<file path="src/rtl/uart_frame_tx.sv">
// uart_frame_tx
//   Multi-byte UART transmitter with a built-in bit serialiser. A word of
//   DATA_WIDTH bits is accepted over valid/ready and sent as up to NBYTES
//   back-to-back frames: start bit, 8 data bits LSB first, optional parity
//   bit, STOP_BITS stop bits. Byte order is selected by MSB_FIRST.
//
//   Build option: define UART_FRAME_TX_PARITY_EN to insert one parity bit
//   (^byte ^ PARITY_ODD) after data bit 7. Without it, STOP follows DATA.
//
// Ports
//   clk         system clock
//   reset       synchronous, active-high reset
//   data        word to send
//   byte_cnt    bytes to send; 0 or > NBYTES means NBYTES
//   baud_set    0=9600 1=19200 2=38400 3=57600 4..7=115200 (latched at accept)
//   in_valid    request; accepted when in_valid && in_ready
//   in_ready    high only while idle
//   uart_tx     serial line, idle high
//   uart_state  high from the cycle after accept until the last stop bit ends
//   tx_done     one-cycle pulse when the whole word has been sent
module uart_frame_tx #(
    parameter int DATA_WIDTH = 32,
    parameter int MSB_FIRST  = 1,
    parameter int CLK_FREQ   = 50_000_000,
    parameter int STOP_BITS  = 1,
    parameter int PARITY_ODD = 0
) (
    input  logic                                  clk,
    input  logic                                  reset,
    input  logic [DATA_WIDTH-1:0]                 data,
    input  logic [$clog2(DATA_WIDTH/8+1)-1:0]     byte_cnt,
    input  logic [2:0]                            baud_set,
    input  logic                                  in_valid,
    output logic                                  in_ready,
    output logic                                  uart_tx,
    output logic                                  uart_state,
    output logic                                  tx_done
);

    localparam int NBYTES = DATA_WIDTH / 8;
    localparam int CW     = $clog2(NBYTES + 1);

    localparam logic [31:0] DIV_9600   = 32'(CLK_FREQ / 9600);
    localparam logic [31:0] DIV_19200  = 32'(CLK_FREQ / 19200);
    localparam logic [31:0] DIV_38400  = 32'(CLK_FREQ / 38400);
    localparam logic [31:0] DIV_57600  = 32'(CLK_FREQ / 57600);
    localparam logic [31:0] DIV_115200 = 32'(CLK_FREQ / 115200);
    localparam logic        LAST_STOP  = 1'(STOP_BITS - 1);

    generate
        if (DATA_WIDTH < 8 || (DATA_WIDTH % 8) != 0 ||
            (STOP_BITS != 1 && STOP_BITS != 2) ||
            PARITY_ODD < 0 || PARITY_ODD > 1) begin : g_bad_params
            $error("uart_frame_tx: illegal parameter combination");
        end
    endgenerate

    typedef enum logic [2:0] {
        IDLE,
        START,
        DATA,
`ifdef UART_FRAME_TX_PARITY_EN
        PARITY,
`endif
        STOP
    } state_t;

    state_t                state, state_nxt;
    logic [31:0]           clk_cnt, clk_cnt_nxt;
    logic [31:0]           div, div_nxt;
    logic [2:0]            bit_cnt, bit_cnt_nxt;
    logic                  stop_cnt, stop_cnt_nxt;
    logic [CW-1:0]         bytes_left, bytes_left_nxt;
    logic [DATA_WIDTH-1:0] shreg, shreg_nxt;
    logic [CW-1:0]         eff_cnt;
    logic                  bit_end;
    logic [7:0]            nxt_byte;
    logic                  tx_nxt, rdy_nxt, busy_nxt, done_nxt;

    function automatic logic [31:0] baud_div(input logic [2:0] sel);
        case (sel)
            3'd0:    return DIV_9600;
            3'd1:    return DIV_19200;
            3'd2:    return DIV_38400;
            3'd3:    return DIV_57600;
            default: return DIV_115200;
        endcase
    endfunction

    // The byte currently on the wire always sits at the leading end of shreg.
    function automatic logic [7:0] front_byte(input logic [DATA_WIDTH-1:0] sr);
        if (MSB_FIRST != 0) return sr[DATA_WIDTH-1 -: 8];
        else                return sr[7:0];
    endfunction

    function automatic logic [DATA_WIDTH-1:0] drop_byte(input logic [DATA_WIDTH-1:0] sr);
        if (MSB_FIRST != 0) return sr << 8;
        else                return sr >> 8;
    endfunction

    assign eff_cnt = (byte_cnt == '0 || byte_cnt > CW'(NBYTES)) ? CW'(NBYTES) : byte_cnt;
    assign bit_end = (clk_cnt == div - 32'd1);

    // State and datapath registers; outputs are registered from the *_nxt values.
    always_ff @(posedge clk) begin
        if (reset) begin
            state      <= IDLE;
            clk_cnt    <= '0;
            div        <= '0;
            bit_cnt    <= '0;
            stop_cnt   <= 1'b0;
            bytes_left <= '0;
            shreg      <= '0;
            uart_tx    <= 1'b1;
            in_ready   <= 1'b0;
            uart_state <= 1'b0;
            tx_done    <= 1'b0;
        end else begin
            state      <= state_nxt;
            clk_cnt    <= clk_cnt_nxt;
            div        <= div_nxt;
            bit_cnt    <= bit_cnt_nxt;
            stop_cnt   <= stop_cnt_nxt;
            bytes_left <= bytes_left_nxt;
            shreg      <= shreg_nxt;
            uart_tx    <= tx_nxt;
            in_ready   <= rdy_nxt;
            uart_state <= busy_nxt;
            tx_done    <= done_nxt;
        end
    end

    // Next-state and datapath update.
    always_comb begin
        state_nxt      = state;
        clk_cnt_nxt    = (state == IDLE || bit_end) ? '0 : clk_cnt + 32'd1;
        div_nxt        = div;
        bit_cnt_nxt    = bit_cnt;
        stop_cnt_nxt   = stop_cnt;
        bytes_left_nxt = bytes_left;
        shreg_nxt      = shreg;
        case (state)
            IDLE: begin
                if (in_valid && in_ready) begin
                    state_nxt      = START;
                    div_nxt        = baud_div(baud_set);
                    bit_cnt_nxt    = '0;
                    stop_cnt_nxt   = 1'b0;
                    bytes_left_nxt = eff_cnt;
                    shreg_nxt      = data;
                end
            end
            START: begin
                if (bit_end) begin
                    state_nxt   = DATA;
                    bit_cnt_nxt = '0;
                end
            end
            DATA: begin
                if (bit_end) begin
                    bit_cnt_nxt = bit_cnt + 3'd1;
                    if (bit_cnt == 3'd7) begin
                        stop_cnt_nxt = 1'b0;
`ifdef UART_FRAME_TX_PARITY_EN
                        state_nxt    = PARITY;
`else
                        state_nxt    = STOP;
`endif
                    end
                end
            end
`ifdef UART_FRAME_TX_PARITY_EN
            PARITY: begin
                if (bit_end) state_nxt = STOP;
            end
`endif
            STOP: begin
                if (bit_end) begin
                    if (stop_cnt == LAST_STOP) begin
                        // End of the last stop bit doubles as the byte step,
                        // so the next start bit follows with no idle cycle.
                        stop_cnt_nxt   = 1'b0;
                        bytes_left_nxt = bytes_left - CW'(1);
                        shreg_nxt      = drop_byte(shreg);
                        state_nxt      = (bytes_left == CW'(1)) ? IDLE : START;
                    end else begin
                        stop_cnt_nxt = stop_cnt + 1'b1;
                    end
                end
            end
            default: state_nxt = IDLE;
        endcase
    end

    // Output decode from the upcoming state so every output is a flop.
    always_comb begin
        nxt_byte = front_byte(shreg_nxt);
        tx_nxt   = 1'b1;
        case (state_nxt)
            START:  tx_nxt = 1'b0;
            DATA:   tx_nxt = nxt_byte[bit_cnt_nxt];
`ifdef UART_FRAME_TX_PARITY_EN
            PARITY: tx_nxt = (^nxt_byte) ^ 1'(PARITY_ODD);
`endif
            default: tx_nxt = 1'b1;
        endcase
        rdy_nxt  = (state_nxt == IDLE);
        busy_nxt = (state_nxt != IDLE);
        done_nxt = (state != IDLE) && (state_nxt == IDLE);
    end

endmodule

</file>
<file path="config.mk">
export PLATFORM = sky130hd
export DESIGN_NAME = uart_frame_tx
export DESIGN_NICKNAME = d
export VERILOG_FILES = /design/src/rtl/uart_frame_tx.sv
export SDC_FILE = /design/constraint.sdc
export NUM_CORES = 1
export LEC_CHECK = 0
export CORE_ASPECT_RATIO = 1.5
export CORE_UTILIZATION = 40
export CTS_CLUSTER_DIAMETER = 60
export DETAILED_ROUTE_END_ITERATION = 7
export PLACE_DENSITY_LB_ADDON = 0.3
export RECOVER_POWER = 100
export REMOVE_ABC_BUFFERS = 1
export SYNTH_ARGS = -nofsm -noshare
export SYNTH_HDL_FRONTEND = slang
export SYNTH_SLANG_ARGS = --single-unit
</file>
<file path="constraint.sdc">
create_clock -name clk -period 10.32 [get_ports clk]
set_input_delay 2.064 -clock clk [delete_from_list [all_inputs] [get_ports clk]]
set_output_delay 2.064 -clock clk [all_outputs]
set_load 0.01 [all_outputs]
</file>
==> flow_summary.toml <==
[sta]
fin_crit_sh_pct = 50.16
setup_viol = 0
fmax_mhz = 193.2
fin_tns_setup_ns = 0
layout_setup_ws_ns = 5.144
post-route-min-period_ns = 5.176
slew_viol_final = 41
worst_clock_skew_ns = 0.007819
slew_headroom_pct = -18.79
rsz0062_at_grt = "no"
finalHoldViolations = 0
hold_ws_ns = 0.4523
worst_pin_slew_ns = 1.782

[die]
io_pins = 45
coreArea_um2 = 11590
row_count = 48
die_w_um = 91.58
die_h_um = 136.4
start_util_pct = 41.54
die-area_um2 = 12490

[grt]
track_usage_pct = 20.48
overflow = 0
grt_pass1_wl_um = 20210
grt_pass1_vias = 4237
antenna_found_initial = 0
grt_max_degree = 57

[worst_setup_path]
r2r_slack_ns = 5.22
path_class = "in2reg"
reg2reg_to = "uart_tx"
crit_arrival_ns = 5.45
timing.rr.start = "div[3]"
critPathMaxFanout = 31
critPathLaunchType = "primary input"
endpoint_kind = "flop"
cp.required_ns = 10.60
cp-endpoint = "uart_tx"
reg2reg_depth = 19
startpoint = "in_valid"

[placed_design]
dp.cells = 746
place_ws_ns = 5.438
gp_congestion = 0.8328
dp_hpwl_um = 8668
io_buffers = 44

[clock_network]
ctsHtreeMaxLevel = 3
cts.path.max_buffers = 2
clock_latency_ns = 0.34
numCtsBuffers = 9
cts_setup_buffers = 0
path_clk_slew_ns = 0.06
cts_hold_buf = 0
cts_sinks = 89
cts_tree = "done"
cts_resized = 0
ctsRootBufferMaster = "clkbuf_16"

[pwr]
p_leak_nw = 2.030
p_total_mw = 0.7995
irDropWorstVdd_v = 0.00007738
powerDensity_nw_per_um2 = 143.8

[route]
drc_errors = 0
wl_per_cell_um = 15.56
wl_um = 11850
first_pass_iters = 4
drtIter0Drc = 138
ant_nets = 0
via_per_inst = 5.588
num_vias = 4258

[yosys]
synth_ff_type = "dfxtp_1"
yosys_warnings = 0
ys_ff_latch = 89
synth_area_per_cell_um2 = 8.202
synthCells = 587
syn_area_um2 = 4815
synth-async-reset-ratio_pct = 0
synth_top_area_cell = "dfxtp_1"
yosysSeqAreaShare_pct = 37.01
netlist_top_cells_area = "dfxtp_1, nor2_1, xor2_1"
synth_edf_count = 0
yosysTopAreaCellShare_pct = 37.01
synth_cell_type_count = 71

[layout]
drive_above_1_share_pct = 6.373
fillers = 1119
regArea_um2 = 1782
nNetsFinal = 657
insertedDiodeCount = 0
instances_no_fill = 762
syn_to_final_growth_pct = 15.51
multi_input_area_um2 = 2763

[flow_run]
maxCapViolations = 1

[worst_hold_path]
hold_path_class = "reg2reg"
hp-start = "shreg[15]"

[outcome]
outcome = "finished, violations left"
violations = "capacitance limit, slew limit"
==> cells in the final DEF (no fill, tap or decap), types with 5 or more instances in the layout <==
cell type and count:
o21ai_0 5, clkbuf_16 9, clkdlybuf4s50_1 38, nor2_1 77, dlygate4sd3_1 5, nand4_1 11
a21oi_1 46, or4_1 5, mux2i_1 7, nor3_1 17, xnor2_1 17, nand2_1 50
nor4_1 6, ha_1 9, a22oi_1 21, xor2_1 31, a31oi_1 6, and3_1 20
dfxtp_1 89, nand3_1 25, inv_1 21
==> area by class of cell <==
cell class | instances | area share, %
tap | 150 | 3.375
inverter | 22 | 1.485
sequential | 89 | 32.04
multi-input combinational | 438 | 49.67
clock inverter | 6 | 1.215
timing repair buffer | 47 | 8.099
clock buffer | 10 | 4.117
==> critical path: stages <==
cell and delay (ns):
dlygate4sd3_1 0.55, nand3_1 0.09, clkbuf_1 0.95, o31a_1 0.98, a221oi_1 0.23, a211oi_1 0.31
o21bai_1 0.11, a31oi_1 0.16
==> through the flow <==
step / utilization [%] / cell area (um^2)
3_5_place_dp: 45.60 / 5285
5_1_grt: 47.98 / 5562
6_report: 47.98 / 5562
4_1_cts: 48.15 / 5582
3_3_place_gp: 45.60 / 5285
2_1_floorplan: - / 4637
==> where the power goes <==
part           switching, mW  total, mW  internal [mW]
Combinational         0.0595      0.111         0.0517
Sequential           0.00932      0.362          0.353
Clock                  0.138      0.326          0.188
Total                  0.206      0.799          0.593
==> flip-flops by register name (all words and copies together) (netlist names) <==
register and flops:
uart_tx 1, div 12, clk_cnt 32, uart_state 1
in_ready 1, bytes_left 3, bit_cnt 3, state 3
tx_done 1, shreg 32
==> cells in the mapped netlist (5+ instances only) <==
master    instances
dfxtp_1          89
and3_1           20
buf_2             7
nand4_1          11
inv_1            21
clkbuf_1         27
o21ai_0           5
mux2i_1           7
a31oi_1           6
xor2_1           31
a22oi_1          21
nor2_1           78
nand3_1          25
and2_1            5
or4_1             5
nor4_1            5
nor3_1           17
xnor2_1          17
nand2_1          50
ha_1              9
a21oi_1          46
==> worst min path at each step <==
stage	endpoint	slack, ns	cells past startpoint
after floorplan	shreg[11]	0.43	2
after global placement	shreg[11]	0.44	2
after detailed placement	shreg[15]	0.45	2
after CTS	shreg[15]	0.46	2
after global routing	shreg[15]	0.47	2
final	shreg[15]	0.45	2
==> layer usage <==
metal,vias up,track usage (%),share of wire (%)
met2,91,35.59,51
li1,2118,-,-
met1,2002,22.53,41
met5,-,0,0
met4,0,15.43,5.8
met3,47,2.908,2.4
==> logic make-up (layout without fill, tap and decap cells) <==
group                      count (synthesis)  in the layout  synth area share [%]
adders and majority gates                  9              9                 2.339
DFF                                       89             89                 37.01
buffers and inverters                     60             85                 5.405
xor gates and xnor gates                  48             48                 8.732
muxes                                      8              8                 1.689
other                                      1              1               0.07789
and+or+nand+nor                          252            252                 27.70
AOI/OAI and AO/OA                        120            120                 17.05
Power figures use the tool's default switching activity.
